**src/rtl/cache_pkg.sv**
```systemverilog
`default_nettype none
// ============================================================================
//  Module      : cache_pkg
//  Description : Shared types, geometry constants and address helpers for the
//                direct-mapped write-through data cache.
//  Revision    : 1.0 - initial release
// ============================================================================
package cache_pkg;

    localparam int SETS    = 64;
    localparam int INDEX_W = 6;
    localparam int TAG_W   = 32 - INDEX_W - 2;
    localparam int WORD_W  = 32;

    typedef enum logic [1:0] {
        IDLE      = 2'd0,
        READ_MISS = 2'd1,
        WRITE     = 2'd2
    } state_t;

    // Line index: word address modulo the number of sets.
    function automatic logic [INDEX_W-1:0] get_index(input logic [31:0] addr);
        return addr[INDEX_W+1:2];
    endfunction

    // Tag: everything above the index bits.
    function automatic logic [TAG_W-1:0] get_tag(input logic [31:0] addr);
        return addr[31:INDEX_W+2];
    endfunction

endpackage
`default_nettype wire

```
**src/rtl/cache_array.sv**
```systemverilog
`default_nettype none
// ============================================================================
//  Module      : cache_array
//  Description : Valid/tag/data storage for the direct-mapped cache with a
//                combinational lookup port and a single write port.
//  Revision    : 1.0 - initial release
// ============================================================================
module cache_array
    import cache_pkg::*;
(
    input  logic               clk,
    input  logic               rst,
    input  logic [INDEX_W-1:0] rd_index_i,
    input  logic [TAG_W-1:0]   rd_tag_i,
    output logic               hit_o,
    output logic [WORD_W-1:0]  rd_data_o,
    input  logic               wr_en_i,
    input  logic [INDEX_W-1:0] wr_index_i,
    input  logic [TAG_W-1:0]   wr_tag_i,
    input  logic [WORD_W-1:0]  wr_data_i
);

    logic [SETS-1:0]   valid_q;
    logic [TAG_W-1:0]  tag_q  [SETS];
    logic [WORD_W-1:0] data_q [SETS];

    // Valid bits: cleared on reset, set by any write (fill or store-hit).
    always_ff @(posedge clk) begin
        if (rst) begin
            valid_q <= '0;
        end else if (wr_en_i) begin
            valid_q[wr_index_i] <= 1'b1;
        end
    end

    // Tag and data payload; not reset, qualified by the valid bit.
    always_ff @(posedge clk) begin
        if (wr_en_i) begin
            tag_q[wr_index_i]  <= wr_tag_i;
            data_q[wr_index_i] <= wr_data_i;
        end
    end

    assign hit_o     = valid_q[rd_index_i] && (tag_q[rd_index_i] == rd_tag_i);
    assign rd_data_o = data_q[rd_index_i];

endmodule
`default_nettype wire

```
**src/rtl/cache_controller.sv**
```systemverilog
`default_nettype none
// ============================================================================
//  Module      : cache_controller
//  Description : MEM-stage responder. Serves load hits from a direct-mapped
//                write-through, no-write-allocate cache in zero stall cycles;
//                forwards misses and all stores to SRAM via a ready handshake.
//  Revision    : 1.0 - initial release
// ============================================================================
module cache_controller
    import cache_pkg::*;
(
    input  logic        clk,
    input  logic        rst,
    input  logic        MEM_R_en,
    input  logic        MEM_W_en,
    input  logic [31:0] address,
    input  logic [31:0] wdata,
    output logic [31:0] rdata,
    output logic        ready,
    output logic [31:0] sram_address,
    output logic [31:0] sram_wdata,
    output logic        sram_r_en,
    output logic        sram_w_en,
    input  logic [31:0] sram_rdata,
    input  logic        sram_ready
);

    state_t              state_q;
    state_t              state_d;
    logic                hit;
    logic [WORD_W-1:0]   arr_rdata;
    logic                arr_we;
    logic [WORD_W-1:0]   arr_wdata;
    logic [INDEX_W-1:0]  index;
    logic [TAG_W-1:0]    tag;
    logic                unused_lsb;

    assign index      = get_index(address);
    assign tag        = get_tag(address);
    assign unused_lsb = ^address[1:0];

    // SRAM side always sees the word-aligned request; strobes qualify it.
    assign sram_address = {address[31:2], 2'b00};
    assign sram_wdata   = wdata;

    cache_array u_array (
        .clk        (clk),
        .rst        (rst),
        .rd_index_i (index),
        .rd_tag_i   (tag),
        .hit_o      (hit),
        .rd_data_o  (arr_rdata),
        .wr_en_i    (arr_we),
        .wr_index_i (index),
        .wr_tag_i   (tag),
        .wr_data_i  (arr_wdata)
    );

    // State register; reset aborts any outstanding SRAM access.
    always_ff @(posedge clk) begin
        if (rst) begin
            state_q <= IDLE;
        end else begin
            state_q <= state_d;
        end
    end

    // Next state, handshake strobes, ready/rdata and cache write port.
    always_comb begin
        state_d   = state_q;
        ready     = 1'b0;
        rdata     = '0;
        sram_r_en = 1'b0;
        sram_w_en = 1'b0;
        arr_we    = 1'b0;
        arr_wdata = wdata;
        case (state_q)
            IDLE: begin
                if (MEM_W_en) begin
                    // Store (also the illegal R+W case): write through, update on hit only.
                    sram_w_en = 1'b1;
                    arr_we    = hit;
                    state_d   = WRITE;
                end else if (MEM_R_en) begin
                    if (hit) begin
                        ready = 1'b1;
                        rdata = arr_rdata;
                    end else begin
                        sram_r_en = 1'b1;
                        state_d   = READ_MISS;
                    end
                end else begin
                    ready = 1'b1;
                end
            end
            READ_MISS: begin
                sram_r_en = 1'b1;
                if (sram_ready) begin
                    // Pass fill data straight through and allocate the line.
                    ready     = 1'b1;
                    rdata     = sram_rdata;
                    arr_we    = 1'b1;
                    arr_wdata = sram_rdata;
                    state_d   = IDLE;
                end
            end
            WRITE: begin
                sram_w_en = 1'b1;
                if (sram_ready) begin
                    ready   = 1'b1;
                    state_d = IDLE;
                end
            end
            default: begin
                state_d = IDLE;
            end
        endcase
    end

endmodule
`default_nettype wire

```
**config.mk**
```make
export PLATFORM = sky130hd
export DESIGN_NAME = cache_controller
export DESIGN_NICKNAME = d
export VERILOG_FILES = /design/src/rtl/cache_pkg.sv /design/src/rtl/cache_array.sv /design/src/rtl/cache_controller.sv
export SDC_FILE = /design/constraint.sdc
export NUM_CORES = 2
export LEC_CHECK = 0
export BUFFER_PORTS_ARGS = -buffer_cell sky130_fd_sc_hd__buf_2
export CORE_UTILIZATION = 35
export CTS_CLUSTER_SIZE = 28
export DETAILED_ROUTE_END_ITERATION = 8
export PLACE_DENSITY = 0.49
export SLEW_MARGIN = 20
export SYNTH_ARGS = -nofsm -noshare
export SYNTH_HDL_FRONTEND = slang
export SYNTH_SLANG_ARGS = --single-unit
```
**constraint.sdc**
```tcl
create_clock -name clk -period 8.6 [get_ports clk]
set_input_delay 1.72 -clock clk [delete_from_list [all_inputs] [get_ports clk]]
set_output_delay 1.72 -clock clk [all_outputs]
set_load 0.1 [all_outputs]
```
==> run_results.csv <==
group,metric,value,unit
place,dp_hpwl,303000,um
sta,slew_headroom,28.4,%
synth,yosysWarnings,0,
synth,async_reset_ff_share,0,%
synth,avgSynthCellArea,18.4,um2
synth,yosysMostFrequentCell,"edfxtp_1",
clocking,cts_tree,"done",
sta,finClkSkew,52.3,ps
floorplanning,fp.dieW,630,um
sta,fmax,0.120,GHz
clocking,clock-sinks,3650,
min_path,hp-class,"register to register",
synth,synth_flop_cell,"edfxtp_1",
sta,slew_violations,0,
sta,hold_viol,0,
route,num_vias,83500,
floorplanning,io_pins,200,
worst_setup_path,critPathTopFamily,"buffers and inverters",
route,drt_pass1_iterations,8,
power_and_ir_drop,leakagePower,52.4,nW
synth,synth.cells.most_frequent,"edfxtp_1, o22ai_1, mux2i_1, clkbuf_1, mux4_2",
layout,nNetsFinal,8300,
floorplanning,start_util,35.2,%
global_route,grt_max_degree,83,
global_route,first_global_vias,80100,
clocking,clock_latency,980,ps
route,antenna_left,0,
route,drc,0,
job,drv_cap,0,
place,place_area,153000,um2
layout,drive_gt1_share,22.7,%
synth,synthesis.area,138000,um2
synth,synthCells,7512,
floorplanning,fp.dieArea,397000,um2
worst_setup_path,crit_chain,"buf_8, buf_4, nand2b_2, o22ai_1, o21ai_0, nand3_1, nor4_1, xor2_1, buf_4, nand4_1, nor4_2, buf_4, nand4bb_4, buf_12, o21ai_0, buf_4, buf_12",
global_route,antenna_found_initial,33,
route,wl,532000,um
worst_setup_path,crit_top_cell,"buf_4",
clocking,htreeDepth,5,
synth,netlist.area_leader.share,77.9,%
worst_setup_path,cp_max_fo,39,
route,post_drt_via_cell_ratio,6.08,
sta,finalCritPeriodShare,97.2,%
power_and_ir_drop,power,38.6,mW
worst_setup_path,cp.arrival,6640,ps
synth,synth_cell_type_count,75,
worst_setup_path,cp-end-kind,"output pin",
floorplanning,die_y,630,um
sta,min_period,8360,ps
route,drt_first_iter_violations,13000,
worst_setup_path,required,6880,ps
sta,worstMarginPinSlew,1070,ps
global_route,grt_first_pass_wirelength,707000,um
worst_setup_path,cp_num_buf_inv,7,
global_route,grt_usage,26.0,%
clocking,clkTransAtPathRegs,60,ps
clocking,cts_buffers,385,
layout,final_cell_area,165000,um2
floorplanning,coreArea,393000,um2
power_and_ir_drop,peakVddDrop,0.175,mV
worst_setup_path,critPathMaxStageDelay,640,ps
synth,synth_edf_count,3584,
place,port_buffers,195,
clocking,cts_root_buf,"clkbuf_16",
layout,syn2layout_area_growth,19.3,%
worst_setup_path,critPathLaunchType,"input port",
route,routedWlPerCell,38.7,um
worst_setup_path,cp_slowest_cell,"buf_4",
synth,synth-seq-cells,3650,
status,outcome,"finished clean",
place,gp_congestion,0.821,
global_route,gr-total-overflow,0,
floorplanning,rows,230,
synth,seq_area_frac_synth,78.8,%
clocking,clockBufferDepth,4,
sta,rsz0062_at_grt,"no",
synth,synth_area_leaders,"edfxtp_1, mux4_2, o22ai_1, mux2i_1, mux2_2",
layout,num-fill-cells,34600,
worst_setup_path,path_class,"input port to output pin",
synth,yosys.area.top_type,"edfxtp_1",
power_and_ir_drop,p_per_area,234,nW/um2
sta,finalSetupViolations,0,
clocking,cts_setup_buffers,0,
==> worst reg2reg max path, cell delays in order (launching register included) <==
cell and delay (ps):
edfxtp_1 370, mux4_2 470, mux2i_1 460, o22ai_1 160, a2111o_1 420, or3_1 390, a21oi_1 440, and4_1 630
a41oi_4 220, buf_12 230, nor3_2 600, buf_12 450
==> metrics by stage <==
| step | hold WS (ps) | setup TNS [ps] | cells | worst slack (ps) | utilization [%] |
|---|---|---|---|---|---|
| after global routing | 472 | 0 | 13700 | 103 | 42.0 |
| after global placement | 440 | -2030 | 13000 | -136 | 38.8 |
| after detailed placement | 446 | 0 | 13000 | 223 | 38.8 |
| final | 455 | 0 | 13700 | 237 | 42.0 |
| after floorplan | 431 | -1879420 | 7513 | -526 | - |
| after CTS | 456 | 0 | 13700 | 168 | 42.0 |
==> cells in the final DEF (no fill, tap or decap), drive strengths merged, types with 11 or more instances in the layout <==
| master | n |
|---|---|
| o211ai | 19 |
| nand2 | 228 |
| o221ai | 128 |
| nand3b | 17 |
| a31oi | 14 |
| edfxtp | 3584 |
| buf | 870 |
| nor4 | 110 |
| o21ai | 141 |
| nand3 | 53 |
| a21oi | 132 |
| nor3 | 114 |
| mux4 | 232 |
| xor2 | 11 |
| a211oi | 15 |
| a221o | 19 |
| o22ai | 756 |
| dfxtp | 66 |
| o32ai | 59 |
| a22o | 24 |
| nor2 | 114 |
| mux2 | 156 |
| o31ai | 20 |
| inv | 83 |
| clkinv | 154 |
| nand4 | 23 |
| o41ai | 16 |
| a221oi | 104 |
| a22oi | 131 |
| bufinv | 36 |
| diode | 14 |
| nand2b | 20 |
| nor2b | 12 |
| or4 | 11 |
| mux2i | 356 |
| clkbuf | 487 |
| o22a | 52 |
==> per-layer routing <==
layer | vias up | part of all wire, % | GRT usage, %
met2 | 4845 | 47 | 41.8
met3 | 818 | 8.7 | 4.05
met5 | - | 0.0073 | 0
met1 | 45100 | 41 | 36.0
met4 | 6 | 3.5 | 8.52
li1 | 32700 | - | -
==> state kept, by name, indices dropped and copies added, names as in the netlist <==
register and flops:
state_q 2, u_array.data_q 2048, u_array.tag_q 1536, u_array.valid_q 64
==> path summary, 6_finish.rpt <==
kind	start	end	slack, ps	cells past startpoint
setup / recovery	address[4]	rdata[16]	240	17
hold / removal	u_array.valid_q[43]	u_array.valid_q[43]	450	2
setup reg to reg	u_array.tag_q[52][23]	u_array.data_q[52][29]	3280	11
hold reg to reg	u_array.valid_q[43]	u_array.valid_q[43]	450	2
==> where the power goes <==
group,internal [mW],leakage [nW],switching [mW],total (mW)
registers,19.7,32.7,0.00485,19.7
logic,0.642,13.7,1.76,2.40
clock network,9.49,6.01,7.03,16.5
total,29.8,52.4,8.80,38.6
==> cells by family after synthesis <==
logic type	share of synthesized area [%]
DFF	78.8
and+or+nand+nor	2.78
muxes	7.63
buffers and inverters	2.20
adders and majority gates	0.0362
AOI/OAI and AO/OA	8.43
xor gates and xnor gates	0.114
other	0.00271
==> cell type report <==
class	count	area (um2)	share of cell area, %
well taps	5220	6530	3.96
clock buffers	487	10200	6.20
clock inverters	211	2070	1.25
flip-flops and latches	3650	109000	66.1
multi-input cells	3219	26900	16.3
diodes	14	35.0	0.0212
inverters	69	268	0.162
repair buffers	870	9930	6.02
==> what timing repair did <==
action | CTS | global route
setup endpoints to repair | 0 | 17
resized for setup | 0 | 1
hold buffers | 0 | 0
endpoints found under the hold margin | 0 | 0
Power figures use the tool's default switching activity.
